`config.mk`:
```
export PLATFORM = sky130hd
export DESIGN_NAME = reaction_controller
export DESIGN_NICKNAME = d
export VERILOG_FILES = /design/src/rtl/reaction_controller.sv
export SDC_FILE = /design/constraint.sdc
export NUM_CORES = 1
export LEC_CHECK = 0
export ABC_CLOCK_PERIOD_IN_PS = 5850
export BUFFER_PORTS_ARGS = -buffer_cell sky130_fd_sc_hd__buf_2
export CELL_PAD_IN_SITES_DETAIL_PLACEMENT = 1
export CELL_PAD_IN_SITES_GLOBAL_PLACEMENT = 1
export CORE_ASPECT_RATIO = 0.8
export CORE_MARGIN = 3
export CORE_UTILIZATION = 45
export DETAILED_ROUTE_END_ITERATION = 16
export GPL_ROUTABILITY_DRIVEN = 0
export PLACE_DENSITY_LB_ADDON = 0.1
export SETUP_SLACK_MARGIN = 0.15
export SLEW_MARGIN = 20
export SYNTH_ARGS = -nofsm -noshare
export SYNTH_HDL_FRONTEND = slang
export SYNTH_SLANG_ARGS = --single-unit
```
`constraint.sdc`:
```
create_clock -name clk -period 5.85 [get_ports clk]
set_input_delay 0.2925 -clock clk [delete_from_list [all_inputs] [get_ports clk]]
set_output_delay 0.2925 -clock clk [all_outputs]
set_load 0.05 [all_outputs]
```
`src/rtl/reaction_controller.sv`:
```
// Reaction timer control FSM: random pre-delay, stimulus LED, per-ms enable
// pulses into a 3-digit BCD counter, false-start and 999 ms timeout detection.
// Optional macro REACTION_BEST_TIME_EN adds best-time tracking outputs.
module reaction_controller #(
  parameter int unsigned TICK_DIV         = 50000,
  parameter int unsigned MIN_DELAY_MS     = 1000,
  parameter int unsigned DELAY_RANGE_BITS = 11
) (
  input  logic       clk,
  input  logic       rst_n,
  input  logic       start_btn,
  input  logic       react_btn,
  input  logic [3:0] bcd0,
  input  logic [3:0] bcd1,
  input  logic [3:0] bcd2,
  output logic       bcd_clear,
  output logic       bcd_enable,
  output logic       led,
  output logic       false_start,
  output logic       timeout,
  output logic       busy
`ifdef REACTION_BEST_TIME_EN
  ,
  output logic [3:0] best0,
  output logic [3:0] best1,
  output logic [3:0] best2,
  output logic       new_best
`endif
);

  localparam int unsigned TICK_W     = (TICK_DIV > 1) ? $clog2(TICK_DIV) : 1;
  localparam int unsigned DLY_W      = 16;
  localparam int unsigned LFSR_W     = 16;
  localparam int unsigned BCD_W      = 12;
  localparam logic [LFSR_W-1:0] LFSR_SEED = 16'hACE1;
  localparam logic [BCD_W-1:0]  BCD_MAX   = 12'h999;

  typedef enum logic [2:0] {
    S_IDLE   = 3'd0,
    S_DELAY  = 3'd1,
    S_TIMING = 3'd2,
    S_DONE   = 3'd3,
    S_FOUL   = 3'd4
  } state_t;

  state_t              state, state_d;
  logic                start_s1, start_s2, start_prev;
  logic                react_s1, react_s2, react_prev;
  logic                start_press_c, react_press_c;
  logic [LFSR_W-1:0]   lfsr;
  logic [TICK_W-1:0]   tick_cnt;
  logic                tick_c, tick_clr_c;
  logic [DLY_W-1:0]    delay_cnt, delay_d, delay_load_c;
  logic                clear_d, enable_d, led_d, fs_d, to_d, busy_d;
  logic                react_done_c;
  logic [BCD_W-1:0]    bcd_val_c;

  assign start_press_c = start_s2 & ~start_prev;
  assign react_press_c = react_s2 & ~react_prev;
  assign tick_c        = (tick_cnt == TICK_W'(TICK_DIV - 1));
  assign delay_load_c  = DLY_W'(MIN_DELAY_MS) + DLY_W'(lfsr[DELAY_RANGE_BITS-1:0]);
  assign bcd_val_c     = {bcd2, bcd1, bcd0};

  // Button synchronisers with edge-detect history
  always_ff @(posedge clk or negedge rst_n) begin
    if (!rst_n) begin
      start_s1   <= 1'b0;
      start_s2   <= 1'b0;
      start_prev <= 1'b0;
      react_s1   <= 1'b0;
      react_s2   <= 1'b0;
      react_prev <= 1'b0;
    end else begin
      start_s1   <= start_btn;
      start_s2   <= start_s1;
      start_prev <= start_s2;
      react_s1   <= react_btn;
      react_s2   <= react_s1;
      react_prev <= react_s2;
    end
  end

  // Free-running Fibonacci LFSR, taps 16,14,13,11
  always_ff @(posedge clk or negedge rst_n) begin
    if (!rst_n) begin
      lfsr <= LFSR_SEED;
    end else begin
      lfsr <= {lfsr[LFSR_W-2:0], lfsr[15] ^ lfsr[13] ^ lfsr[12] ^ lfsr[10]};
    end
  end

  // Millisecond tick divider, realigned on entry to DELAY and TIMING
  always_ff @(posedge clk or negedge rst_n) begin
    if (!rst_n) begin
      tick_cnt <= '0;
    end else if (tick_clr_c || tick_c) begin
      tick_cnt <= '0;
    end else begin
      tick_cnt <= tick_cnt + TICK_W'(1);
    end
  end

  // State and registered outputs
  always_ff @(posedge clk or negedge rst_n) begin
    if (!rst_n) begin
      state       <= S_IDLE;
      delay_cnt   <= '0;
      bcd_clear   <= 1'b0;
      bcd_enable  <= 1'b0;
      led         <= 1'b0;
      false_start <= 1'b0;
      timeout     <= 1'b0;
      busy        <= 1'b0;
    end else begin
      state       <= state_d;
      delay_cnt   <= delay_d;
      bcd_clear   <= clear_d;
      bcd_enable  <= enable_d;
      led         <= led_d;
      false_start <= fs_d;
      timeout     <= to_d;
      busy        <= busy_d;
    end
  end

  // Next-state and next-output decode; react wins over a coincident tick
  always_comb begin
    state_d      = state;
    delay_d      = delay_cnt;
    tick_clr_c   = 1'b0;
    clear_d      = 1'b0;
    enable_d     = 1'b0;
    led_d        = 1'b0;
    fs_d         = false_start;
    to_d         = timeout;
    react_done_c = 1'b0;
    unique case (state)
      S_IDLE, S_DONE, S_FOUL: begin
        if (start_press_c) begin
          state_d    = S_DELAY;
          delay_d    = delay_load_c;
          tick_clr_c = 1'b1;
          clear_d    = 1'b1;
          fs_d       = 1'b0;
          to_d       = 1'b0;
        end
      end
      S_DELAY: begin
        if (react_press_c) begin
          state_d = S_FOUL;
          fs_d    = 1'b1;
        end else if (tick_c) begin
          delay_d = delay_cnt - DLY_W'(1);
          if (delay_cnt <= DLY_W'(1)) begin
            state_d    = S_TIMING;
            led_d      = 1'b1;
            tick_clr_c = 1'b1;
          end
        end
      end
      S_TIMING: begin
        led_d = 1'b1;
        if (react_press_c) begin
          state_d      = S_DONE;
          led_d        = 1'b0;
          react_done_c = 1'b1;
        end else if (tick_c) begin
          if (bcd_val_c == BCD_MAX) begin
            state_d = S_DONE;
            to_d    = 1'b1;
            led_d   = 1'b0;
          end else begin
            enable_d = 1'b1;
          end
        end
      end
      default: state_d = S_IDLE;
    endcase
    busy_d = (state_d == S_DELAY) || (state_d == S_TIMING);
  end

`ifdef REACTION_BEST_TIME_EN
  logic capture_pend;

  // Best-time capture one cycle after a react-terminated run
  always_ff @(posedge clk or negedge rst_n) begin
    if (!rst_n) begin
      capture_pend <= 1'b0;
      best0        <= 4'd9;
      best1        <= 4'd9;
      best2        <= 4'd9;
      new_best     <= 1'b0;
    end else begin
      capture_pend <= react_done_c;
      if (capture_pend && (bcd_val_c < {best2, best1, best0})) begin
        best0    <= bcd0;
        best1    <= bcd1;
        best2    <= bcd2;
        new_best <= 1'b1;
      end
      if (clear_d) begin
        new_best <= 1'b0;
      end
    end
  end
`else
  logic unused_react_done;
  assign unused_react_done = react_done_c;
`endif

endmodule

```
==> results of run 1 <==
Yosys cell counts (2+ instances only):
master	number	area, sq um
dfrtp_1	55	1376
nor2_1	35	131.4
nand2_1	21	78.83
o21ai_0	20	100.1
xnor2_1	18	157.7
a21oi_1	17	85.08
nand3_1	9	45.04
clkbuf_1	8	30.03
dfstp_2	8	210.2
nor3_1	8	40.04
xor2_1	8	70.07
nor4_1	6	37.54
and3_1	5	31.28
inv_1	5	18.77
nand4_1	5	31.28
ha_1	4	50.05
nand2b_1	4	25.02
a22o_1	3	26.28
nor4bb_1	3	30.03
a22oi_1	2	15.01
nand3b_1	2	15.01
nor2b_1	2	12.51
nor3b_1	2	15.01
nor4b_1	2	17.52
o22ai_1	2	12.51
o31ai_1	2	15.01
or2_2	2	12.51
or4_1	2	15.01
power by group through the flow:
stage	registers [W]	clock network (W)	logic, W
after floorplan	0.000561	0	0.000164
after global placement	0.000551	0	0.000243
after detailed placement	0.000554	0	0.000251
after CTS	0.000547	0.000397	0.000251
after global routing	0.000558	0.000420	0.000287
final	0.000548	0.000381	0.000250
flip-flops by register name (all words and copies together), names as in the netlist:
name	flops
bcd_clear	1
delay_cnt	16
bcd_enable	1
start_s2	1
start_s1	1
state	3
led	1
react_s2	1
timeout	1
react_prev	1
start_prev	1
busy	1
lfsr	16
false_start	1
react_s1	1
tick_cnt	16
cells by family after synthesis:
| group | after synthesis | synth area share (%) |
|---|---|---|
| and+or+nand+nor | 117 | 21.36 |
| DFF | 63 | 54.94 |
| AOI/OAI and AO/OA | 56 | 11.61 |
| xor gates and xnor gates | 26 | 7.886 |
| buffers and inverters | 15 | 2.123 |
| adders and majority gates | 4 | 1.733 |
| muxes | 1 | 0.3466 |
area by class of cell:
| type | instances | area, sq um |
|---|---|---|
| sequential | 63 | 1587 |
| fill | 690 | 2789 |
| tap | 81 | 101.3 |
| clock inverter | 3 | 42.54 |
| timing repair buffer | 23 | 120.1 |
| multi-input combinational | 204 | 1251 |
| clock buffer | 13 | 158.9 |
| inverter | 5 | 18.77 |
layer usage:
metal,wire length (um),GRT usage (%)
met5,0,0
met2,2722,27.55
met1,3163,26.71
met3,213,6.298
met4,46,5.824
worst paths after layout:
path | startpoint | to | slack [ns]
worst min-delay path | start_btn | start_s1 | 0.06
worst min register to register | react_s1 | react_s2 | 0.35
min in group asynchronous | rst_n | start_prev | 0.11
worst max-delay path | state[1] | delay_cnt[11] | 3.46
max in group asynchronous | rst_n | lfsr[2] | 5.20
worst max register to register | state[1] | delay_cnt[11] | 3.46
stage by stage:
stage	worst slack (ns)	total power, W	hold slack, ns	area, sq um
2_1_floorplan	3.726	0.0007254	-0.003091	2888
3_3_place_gp	3.303	0.0007942	0.3350	3072
3_5_place_dp	3.204	0.0008046	0.3431	3072
4_1_cts	3.193	0.001195	0.03789	3273
5_1_grt	3.166	0.001265	0.03479	3279
6_report	3.458	0.001179	0.05874	3279
worst max-delay path, stage by stage, from the launching register on:
cell     delay, ns
dfrtp_1       0.50
nor3b_4       0.67
nand2_1       0.30
o21ai_0       0.23
buf_4         0.23
o21ai_0       0.12
a22o_1        0.24
==> metrics.yaml, run 1 <==
synth_warnings: 0
postCtsHoldBufs: 0
grtUsageTotal_pct: 18.94
antenna_found_initial: 0
fin_cells: 392
clockRootBuffer: "clkbuf_8"
area_growth_pct: 13.56
start_util_pct: 47.59
drt-pass1-iter-count: 4
power_frac_seq_pct: 46.5
die_x_um: 95.57
grt_max_degree: 64
drive_above_1_share_pct: 17.04
cp-end-kind: "register"
io_buffers: 21
post-place-cells: 376
hold_path_class: "primary input to register"
intPower_w: 0.0007969
clk_pin_slew_ns: 0.07
final_core_util_pct: 54.04
overflow: 0
synthFlopType: "dfrtp_1"
fin_crit_sh_pct: 40.89
die_h_um: 77.65
rsz0062_at_grt: "false"
layout_common_cells: "dfrtp_1 (55), nor2_1 (35), nand2_1 (21), buf_2 (21), o21ai_0 (20)"
run_status: "completed"
cp.arrival_ns: 2.62
ys_async_sr_fraction_pct: 100.0
worstMarginPinSlew_ns: 0.7872
grt_pass1_vias: 2303
cts_resized: 0
htreeDepth: 3
syn_avg_cell_area_sq_um: 10.24
setup_viol_count_final: 0
worstSetupPathType: "register to register"
coreArea_sq_um: 6068
hpwl_um: 4271
peakVddDrop_mv: 0.1859
p_sw_share_pct: 32.42
relSlewSlack_pct: 47.52
synth-edff-count: 0
p_leak_nw: 1.425
finClkSkew_ns: 0.006828
drtIter0Drc: 90
startpoint_type: "register"
fmax_mhz: 418.1
rows: 25
ys_types: 50
grt_first_pass_wirelength_um: 10820
synth-seq-cells: 63
maxSlewViolCount: 0
comb_power_share_pct: 21.2
viasPerCell: 5.480
rr_worst_depth: 6
crit_required_ns: 6.08
wl_um: 6145
path_max_fanout: 20
route.detailed.drc: 0
fin_crit_ns: 2.392
n_antenna_cell: 0
p_clk_share_pct: 32.3
cts_sinks: 63
drtAntennaViolNets: 0
finalNetCount: 326
cap_viol_max_count: 0
worstHoldPathCells: 1
syn_inst: 282
dieArea_sq_um: 7421
cts-buffers-inserted: 9
seq_area_frac_synth_pct: 54.94
cts_tree: "yes"
insertion_delay_ns: 0.34
hold_viol_final: 0
finalSetupTns_ns: 0
syn_area_sq_um: 2888
boundaryPins: 22
vias: 2148
mostFrequentLayoutCell: "dfrtp_1"
synth_fp_nets: 302
wl_per_cell_um: 15.68
power_density_nw_per_um2: 359.6
cts_buffer_depth: 2
power_switching_w: 0.0003823
cts_setup_buffers: 0
Note: power is estimated with default switching activity, not from simulation.
==> inputs of run 2 (changes only) <==
--- a/config.mk
+++ b/config.mk
@@ -5,7 +5,8 @@
 export SDC_FILE = /design/constraint.sdc
 export NUM_CORES = 1
 export LEC_CHECK = 0
-export ABC_CLOCK_PERIOD_IN_PS = 5850
+export ABC_AREA = 1
+export ABC_CLOCK_PERIOD_IN_PS = 2300
 export BUFFER_PORTS_ARGS = -buffer_cell sky130_fd_sc_hd__buf_2
 export CELL_PAD_IN_SITES_DETAIL_PLACEMENT = 1
 export CELL_PAD_IN_SITES_GLOBAL_PLACEMENT = 1
==> constraint.sdc (replaced) <==
create_clock -name clk -period 2.3 [get_ports clk]
set_input_delay 0.115 -clock clk [delete_from_list [all_inputs] [get_ports clk]]
set_output_delay 0.115 -clock clk [all_outputs]
set_load 0.05 [all_outputs]
==> metrics.yaml, run 2 <==
clockRootBuffer: "clkbuf_8"
htreeDepth: 3  # unchanged
insertion_delay_ns: 0.35  # about the same
drive_above_1_share_pct: 14.57  # -2.5 points
cts_buffer_depth: 2  # unchanged
layout_common_cells: "nand2_1 (122), nor2_1 (60), dfrtp_1 (55)"
dp_slack_ns: 0.3610  # -2.843 ns
run_status: "completed"
crit_buf_inv: 2  # +1
synthDominantCellAreaShare_pct: 42.74  # -4.9 points
antenna_found_initial: 0  # unchanged
critPathMaxStageDelay_ns: 0.39  # -0.28 ns
seq_area_sq_um: 1587  # unchanged
worstPathCellList: "ha_1 > nand3_2 > clkinv_1 > nand2_1 > nor2_2 > nand2_2 > nand2_2 > nand2_4 > inv_6 > nand2_1 > o21ai_0"
p_clk_share_pct: 27.2  # -5.1 points
comb_power_share_pct: 35.9  # +15 points
start_util_pct: 48.29  # +0.71 points
r2r-start: "tick_cnt[0]"
boundaryPins: 22  # unchanged
hold_end: "bcd_enable"
power.total_w: 0.004110  # +250%
cpMaxStageDelayCell: "dfrtp_1"
ys_types: 32  # -36%
die_x_um: 100.6  # +5.3%
p_leak_nw: 1.848  # +30%
fin_ws_ns: 0.4571  # -3.001 ns
reg_top3: "delay_cnt x16, lfsr x16, tick_cnt x16"
mostFrequentLayoutCell: "nand2_1"
wl_per_cell_um: 14.85  # -5.3%
overflow: 0  # unchanged
synth-seq-cells: 63  # unchanged
setup_viol_count_final: 0  # unchanged
dieArea_sq_um: 8214  # +11%
syn_avg_cell_area_sq_um: 7.894  # -23%
drtIter0Drc: 104  # +16%
syn_inst: 408  # +45%
worstMarginPinSlew_ns: 0.5724  # -0.2148 ns
hold_path_class: "primary input to register"
seq_area_frac_synth_pct: 49.26  # -5.7 points
route.detailed.drc: 0  # unchanged
reg2reg_slack_ns: 0.46  # -3.00 ns
drtAntennaViolNets: 0  # unchanged
grt_pass1_vias: 2836  # +23%
hold_viol_final: 0  # unchanged
hp-start: "bcd2[2]"
synth.most_common_cell: "nand2_1"
area_growth_pct: 13.91
cp_top_family: "simple AND/OR/NAND/NOR gates"
relSlewSlack_pct: 61.84  # +14 points
finalNetCount: 461  # +41%
cts-buffers-inserted: 9  # unchanged
grt_first_pass_wirelength_um: 13620  # +26%
rows: 26  # +4.0%
fin_crit_ns: 1.843  # -0.5491 ns
p_sw_share_pct: 41.98  # +9.6 points
fillerInstances: 836  # +21%
synth_top_area_cell: "dfrtp_1"
cts_tree: "yes"
worstSetupStartpoint: "tick_cnt[0]"
cts_sinks: 63  # unchanged
grt_max_degree: 41  # -36%
clk_pin_slew_ns: 0.08  # about the same
cp-end-kind: "register"
io_buffers: 21  # unchanged
synth_common_cells: "nand2_1 (122), nor2_1 (61), dfrtp_1 (55), inv_1 (45), o21ai_0 (22)"
cap_viol_max_count: 0  # unchanged
grtUsageTotal_pct: 21.48  # +2.5 points
synth_fp_nets: 428  # +42%
crit_required_ns: 2.57  # -3.51 ns
worstHoldPathCells: 5  # +4
power_frac_seq_pct: 36.8  # -9.7 points
fin_crit_sh_pct: 80.13  # +39 points
startpoint_type: "register"
worstSetupPathType: "register to register"
n_antenna_cell: 0  # unchanged
maxSlewViolCount: 0  # unchanged
finClkSkew_ns: 0.007649  # +0.0008212 ns
drt-pass1-iter-count: 4  # unchanged
synthTopCellsByArea: "dfrtp_1 (43%), nand2_1 (14%), nor2_1 (7.1%), dfstp_2 (6.5%), inv_1 (5.2%)"
rsz0062_at_grt: "false"
hpwl_um: 5727  # +34%
intPower_w: 0.002385  # +200%
path_max_fanout: 17  # -15%
cp.arrival_ns: 2.11  # -0.51 ns
rr_worst_depth: 11  # +5
synthFlopType: "dfrtp_1"
die_h_um: 81.67  # +5.2%
power_switching_w: 0.001725  # +350%
vias: 2723  # +27%
synth-edff-count: 0  # unchanged
syn_area_sq_um: 3221  # +12%
wl_um: 7871  # +28%
finalSetupTns_ns: 0  # unchanged
peakVddDrop_mv: 0.7072  # +280%
viasPerCell: 5.138  # -6.2%
ys_async_sr_fraction_pct: 100.0  # unchanged
synth_warnings: 0  # unchanged
coreArea_sq_um: 6669  # +9.9%
r2r-end: "delay_cnt[0]"
fmax_mhz: 542.6  # +30%
power_density_nw_per_um2: 1120  # +210%
multi_input_area_sq_um: 1389  # +11%
-- run 2: layer usage --
metal / global-route usage [%] / part of all wire (%)
met2: 35.61 / 45
met4: 6.864 / 1.4
met5: 0 / 0
met1: 28.29 / 51
met3: 4.584 / 2.6
-- run 2: how the worst max path moves through the flow --
| stage | depth (start not counted) | endpoint |
|---|---|---|
| after global placement | 8 | tick_cnt[15] |
| final | 11 | delay_cnt[0] |
| after CTS | 8 | tick_cnt[7] |
| after floorplan | 11 | delay_cnt[6] |
| after detailed placement | 8 | tick_cnt[7] |
| after global routing | 11 | delay_cnt[1] |
-- run 2: timing repair --
action	4_1_cts	5_1_grt
endpoints found under the hold margin	25	0
setup buffers	0	0
resized for setup	0	1
endpoints found under the setup margin	0	2
hold buffers	3	0
-- run 2: final cells by class --
cell class	instances	area share, %
clock buffers	9	3.377
flip-flops and latches	63	43.25
multi-input cells	290	37.86
repair buffers	26	4.434
well taps	84	2.865
inverters	51	5.355
clock inverters	7	2.865
-- run 2: cells by family (layout without fill, tap and decap cells) --
family	count (synthesis)	count (layout)	share of synthesized area [%]
buf+inv	55	93	7.692
simple gates	228	228	30.15
fa+ha+maj	4	4	1.554
compound gates	40	40	6.449
xor+xnor	18	18	4.895
flops	63	63	49.26
-- run 2: power by group through the flow --
stage / combinational [W] / sequential [W] / clock, W
6_report: 0.00148 / 0.00151 / 0.00112
5_1_grt: 0.00170 / 0.00154 / 0.00119
4_1_cts: 0.00149 / 0.00151 / 0.00115
3_5_place_dp: 0.00147 / 0.00153 / 0
3_3_place_gp: 0.00141 / 0.00151 / 0
2_1_floorplan: 0.00112 / 0.00155 / 0
-- run 2: worst register-to-register path: cells and delay by family, from the launching register on --
kind	cells	cell delay (ns)
and+or+nand+nor	7	0.83
AOI/OAI and AO/OA	1	0.07
buffers and inverters	2	0.27
adders and majority gates	1	0.22
DFF	1	0.39
-- run 2: through the flow --
| stage | hold slack [ns] | std cells | cell area (sq um) | utilization, % |
|---|---|---|---|---|
| floorplan | -0.1806 | 408 | 3221 | - |
| global placement | 0.1254 | 511 | 3407 | 51.09 |
| detailed placement | 0.1359 | 511 | 3407 | 51.09 |
| CTS | 0.2506 | 530 | 3666 | 54.97 |
| global route | 0.2918 | 530 | 3669 | 55.01 |
| finish | 0.2369 | 530 | 3669 | 55.01 |
==> inputs of run 3 (changes only) <==
--- a/config.mk
+++ b/config.mk
@@ -6,7 +6,7 @@
 export NUM_CORES = 1
 export LEC_CHECK = 0
 export ABC_AREA = 1
-export ABC_CLOCK_PERIOD_IN_PS = 2300
+export ABC_CLOCK_PERIOD_IN_PS = 1700
 export BUFFER_PORTS_ARGS = -buffer_cell sky130_fd_sc_hd__buf_2
 export CELL_PAD_IN_SITES_DETAIL_PLACEMENT = 1
 export CELL_PAD_IN_SITES_GLOBAL_PLACEMENT = 1
==> constraint.sdc (replaced) <==
create_clock -name clk -period 1.7 [get_ports clk]
set_input_delay 0.085 -clock clk [delete_from_list [all_inputs] [get_ports clk]]
set_output_delay 0.085 -clock clk [all_outputs]
set_load 0.05 [all_outputs]
==> metrics.yaml, run 3 (synthesis results as in run 2) <==
worstPathCellList: "ha_2 > nand3_4 > inv_2 > nand2_2 > nor2_4 > nand2_2 > nand2_4 > buf_12 > nand2_8 > nand2_2 > nand2_1"
hold_slack_ns: 0.1936  # -0.04327 ns
cts-buffers-inserted: 9  # unchanged
fin_crit_sh_pct: 98.60  # +18 points
p_sw_share_pct: 44.95  # +3.0 points
power_frac_seq_pct: 32.7  # -4.1 points
dieArea_sq_um: 8214  # unchanged
worstSetupPathType: "register to register"
route.detailed.drc: 0  # unchanged
rows: 26  # unchanged
fin_crit_ns: 1.676  # -0.1667 ns
cpMaxStageDelayCell: "dfrtp_1"
finalSetupTns_ns: 0  # unchanged
r2r-start: "tick_cnt[0]"
cp-end-kind: "register"
worst_path_most_repeated_cell: "nand2_2"
start_util_pct: 48.29  # unchanged
drtIter0Drc: 124  # +19%
fin_ws_ns: 0.02379  # -0.4333 ns
grt_max_degree: 64  # +56%
coreArea_sq_um: 6669  # unchanged
drive_above_1_share_pct: 26.93  # +12 points
overflow: 0  # unchanged
post-place-cells: 526  # +2.9%
reg_top3: "delay_cnt x16, lfsr x16, tick_cnt x16"
critPathMaxStageDelay_ns: 0.39  # about the same
crit_required_ns: 1.95  # -0.62 ns
grtUsageTotal_pct: 22.95  # +1.5 points
rr_worst_depth: 11  # unchanged
intPower_w: 0.003504  # +47%
dp_slack_ns: -0.03391  # -0.3949 ns
viasPerCell: 5.284  # +2.9%
boundaryPins: 22  # unchanged
mostFrequentLayoutCell: "nand2_1"
run_status: "completed"
p_leak_nw: 2.040  # +10%
worstHoldPathCells: 5  # unchanged
power_density_nw_per_um2: 1561  # +39%
finalNetCount: 494  # +7.2%
fillerInstances: 834  # -0.24%
cp.arrival_ns: 1.92  # -0.19 ns
n_antenna_cell: 0  # unchanged
hold_end: "bcd_enable"
area_growth_pct: 26.57
setup_viol_count_final: 0  # unchanged
grt_pass1_vias: 2957  # +4.3%
fmax_mhz: 596.6  # +9.9%
cts_tree: "yes"
wl_um: 9460  # +20%
final_core_util_pct: 61.13  # +6.1 points
power_switching_w: 0.002861  # +66%
hold_path_class: "primary input to register"
io_buffers: 21  # unchanged
path_max_fanout: 8  # -9
worstMarginPinSlew_ns: 0.3531  # -0.2193 ns
vias: 2975  # +9.3%
rsz0062_at_grt: "true"
layout_common_cells: "nand2_1 (111), nor2_1 (57), dfrtp_1 (54)"
cts_buffer_depth: 2  # unchanged
relSlewSlack_pct: 76.40  # +15 points
drtAntennaViolNets: 0  # unchanged
antenna_found_initial: 0  # unchanged
hold_viol_final: 0  # unchanged
insertion_delay_ns: 0.35  # about the same
maxSlewViolCount: 0  # unchanged
htreeDepth: 3  # unchanged
drt-pass1-iter-count: 5  # +1
wl_per_cell_um: 16.80  # +13%
clk_pin_slew_ns: 0.08  # about the same
p_clk_share_pct: 21.3  # -5.9 points
die_x_um: 100.6  # unchanged
startpoint_type: "register"
grt_first_pass_wirelength_um: 14560  # +6.9%
hp-start: "bcd2[2]"
finClkSkew_ns: 0.008981  # +0.001332 ns
reg2reg_slack_ns: 0.02  # -0.43 ns
r2r-end: "delay_cnt[15]"
clockRootBuffer: "clkbuf_8"
fin_cells: 563  # +6.2%
comb_power_share_pct: 46.0  # +10 points
peakVddDrop_mv: 0.8397  # +19%
hpwl_um: 5938  # +3.7%
die_h_um: 81.67  # unchanged
cap_viol_max_count: 0  # unchanged
cts_sinks: 63  # unchanged
run 3: worst max-delay path by stage:
stage	end	slack, ns	start
floorplan	delay_cnt[6]	0.17	tick_cnt[0]
global placement	delay_cnt[7]	0.07	tick_cnt[0]
detailed placement	delay_cnt[3]	-0.03	tick_cnt[0]
global route	tick_cnt[10]	-0.12	tick_cnt[0]
CTS	delay_cnt[2]	0.15	tick_cnt[1]
finish	delay_cnt[15]	0.02	tick_cnt[0]
run 3: critical path: cells and delay by family (launching register included):
kind / cells / cell delay, ns
adders and majority gates: 1 / 0.23
buffers and inverters: 2 / 0.20
DFF: 1 / 0.39
and+or+nand+nor: 8 / 0.74
run 3: stage by stage:
step,total power [W],cell area [sq um]
after floorplan,0.003607,3221
after global placement,0.004110,3520
after detailed placement,0.004205,3520
after CTS,0.005847,3856
after global routing,0.006799,4076
final,0.006365,4076
run 3: power by group through the flow:
stage          sequential, W  clock, W  combinational (W)
6_report             0.00208   0.00136            0.00293
3_5_place_dp         0.00207         0            0.00213
5_1_grt              0.00212   0.00147            0.00320
2_1_floorplan        0.00210         0            0.00151
4_1_cts              0.00204   0.00137            0.00243
3_3_place_gp         0.00205         0            0.00206
run 3: timing repair:
action | 4_1_cts | 5_1_grt
setup endpoints to repair | 30 | 36
hold endpoints to repair | 57 | 0
buffers inserted | 3 | 11
gates cloned | 2 | 2
pin swaps | 1 | 10
hold buffers | 3 | 0
gates resized for setup | 17 | 33
run 3: layout make-up:
| class | count | area [sq um] | area share (%) |
|---|---|---|---|
| clock buffer | 9 | 123.9 | 3.039 |
| timing repair inverter | 2 | 17.52 | 0.4297 |
| timing repair buffer | 55 | 396.6 | 9.730 |
| inverter | 51 | 211.5 | 5.187 |
| tap | 84 | 105.1 | 2.578 |
| sequential | 63 | 1588 | 38.95 |
| clock inverter | 7 | 80.08 | 1.964 |
| multi-input combinational | 292 | 1554 | 38.12 |
run 3: routing by layer:
metal	up-vias	share of wire (%)	GRT usage (%)
met5	-	0	0
met4	0	1.6	3.634
met3	13	3.5	6.112
met2	58	48	37.39
met1	1487	46	31.45
li1	1417	-	-
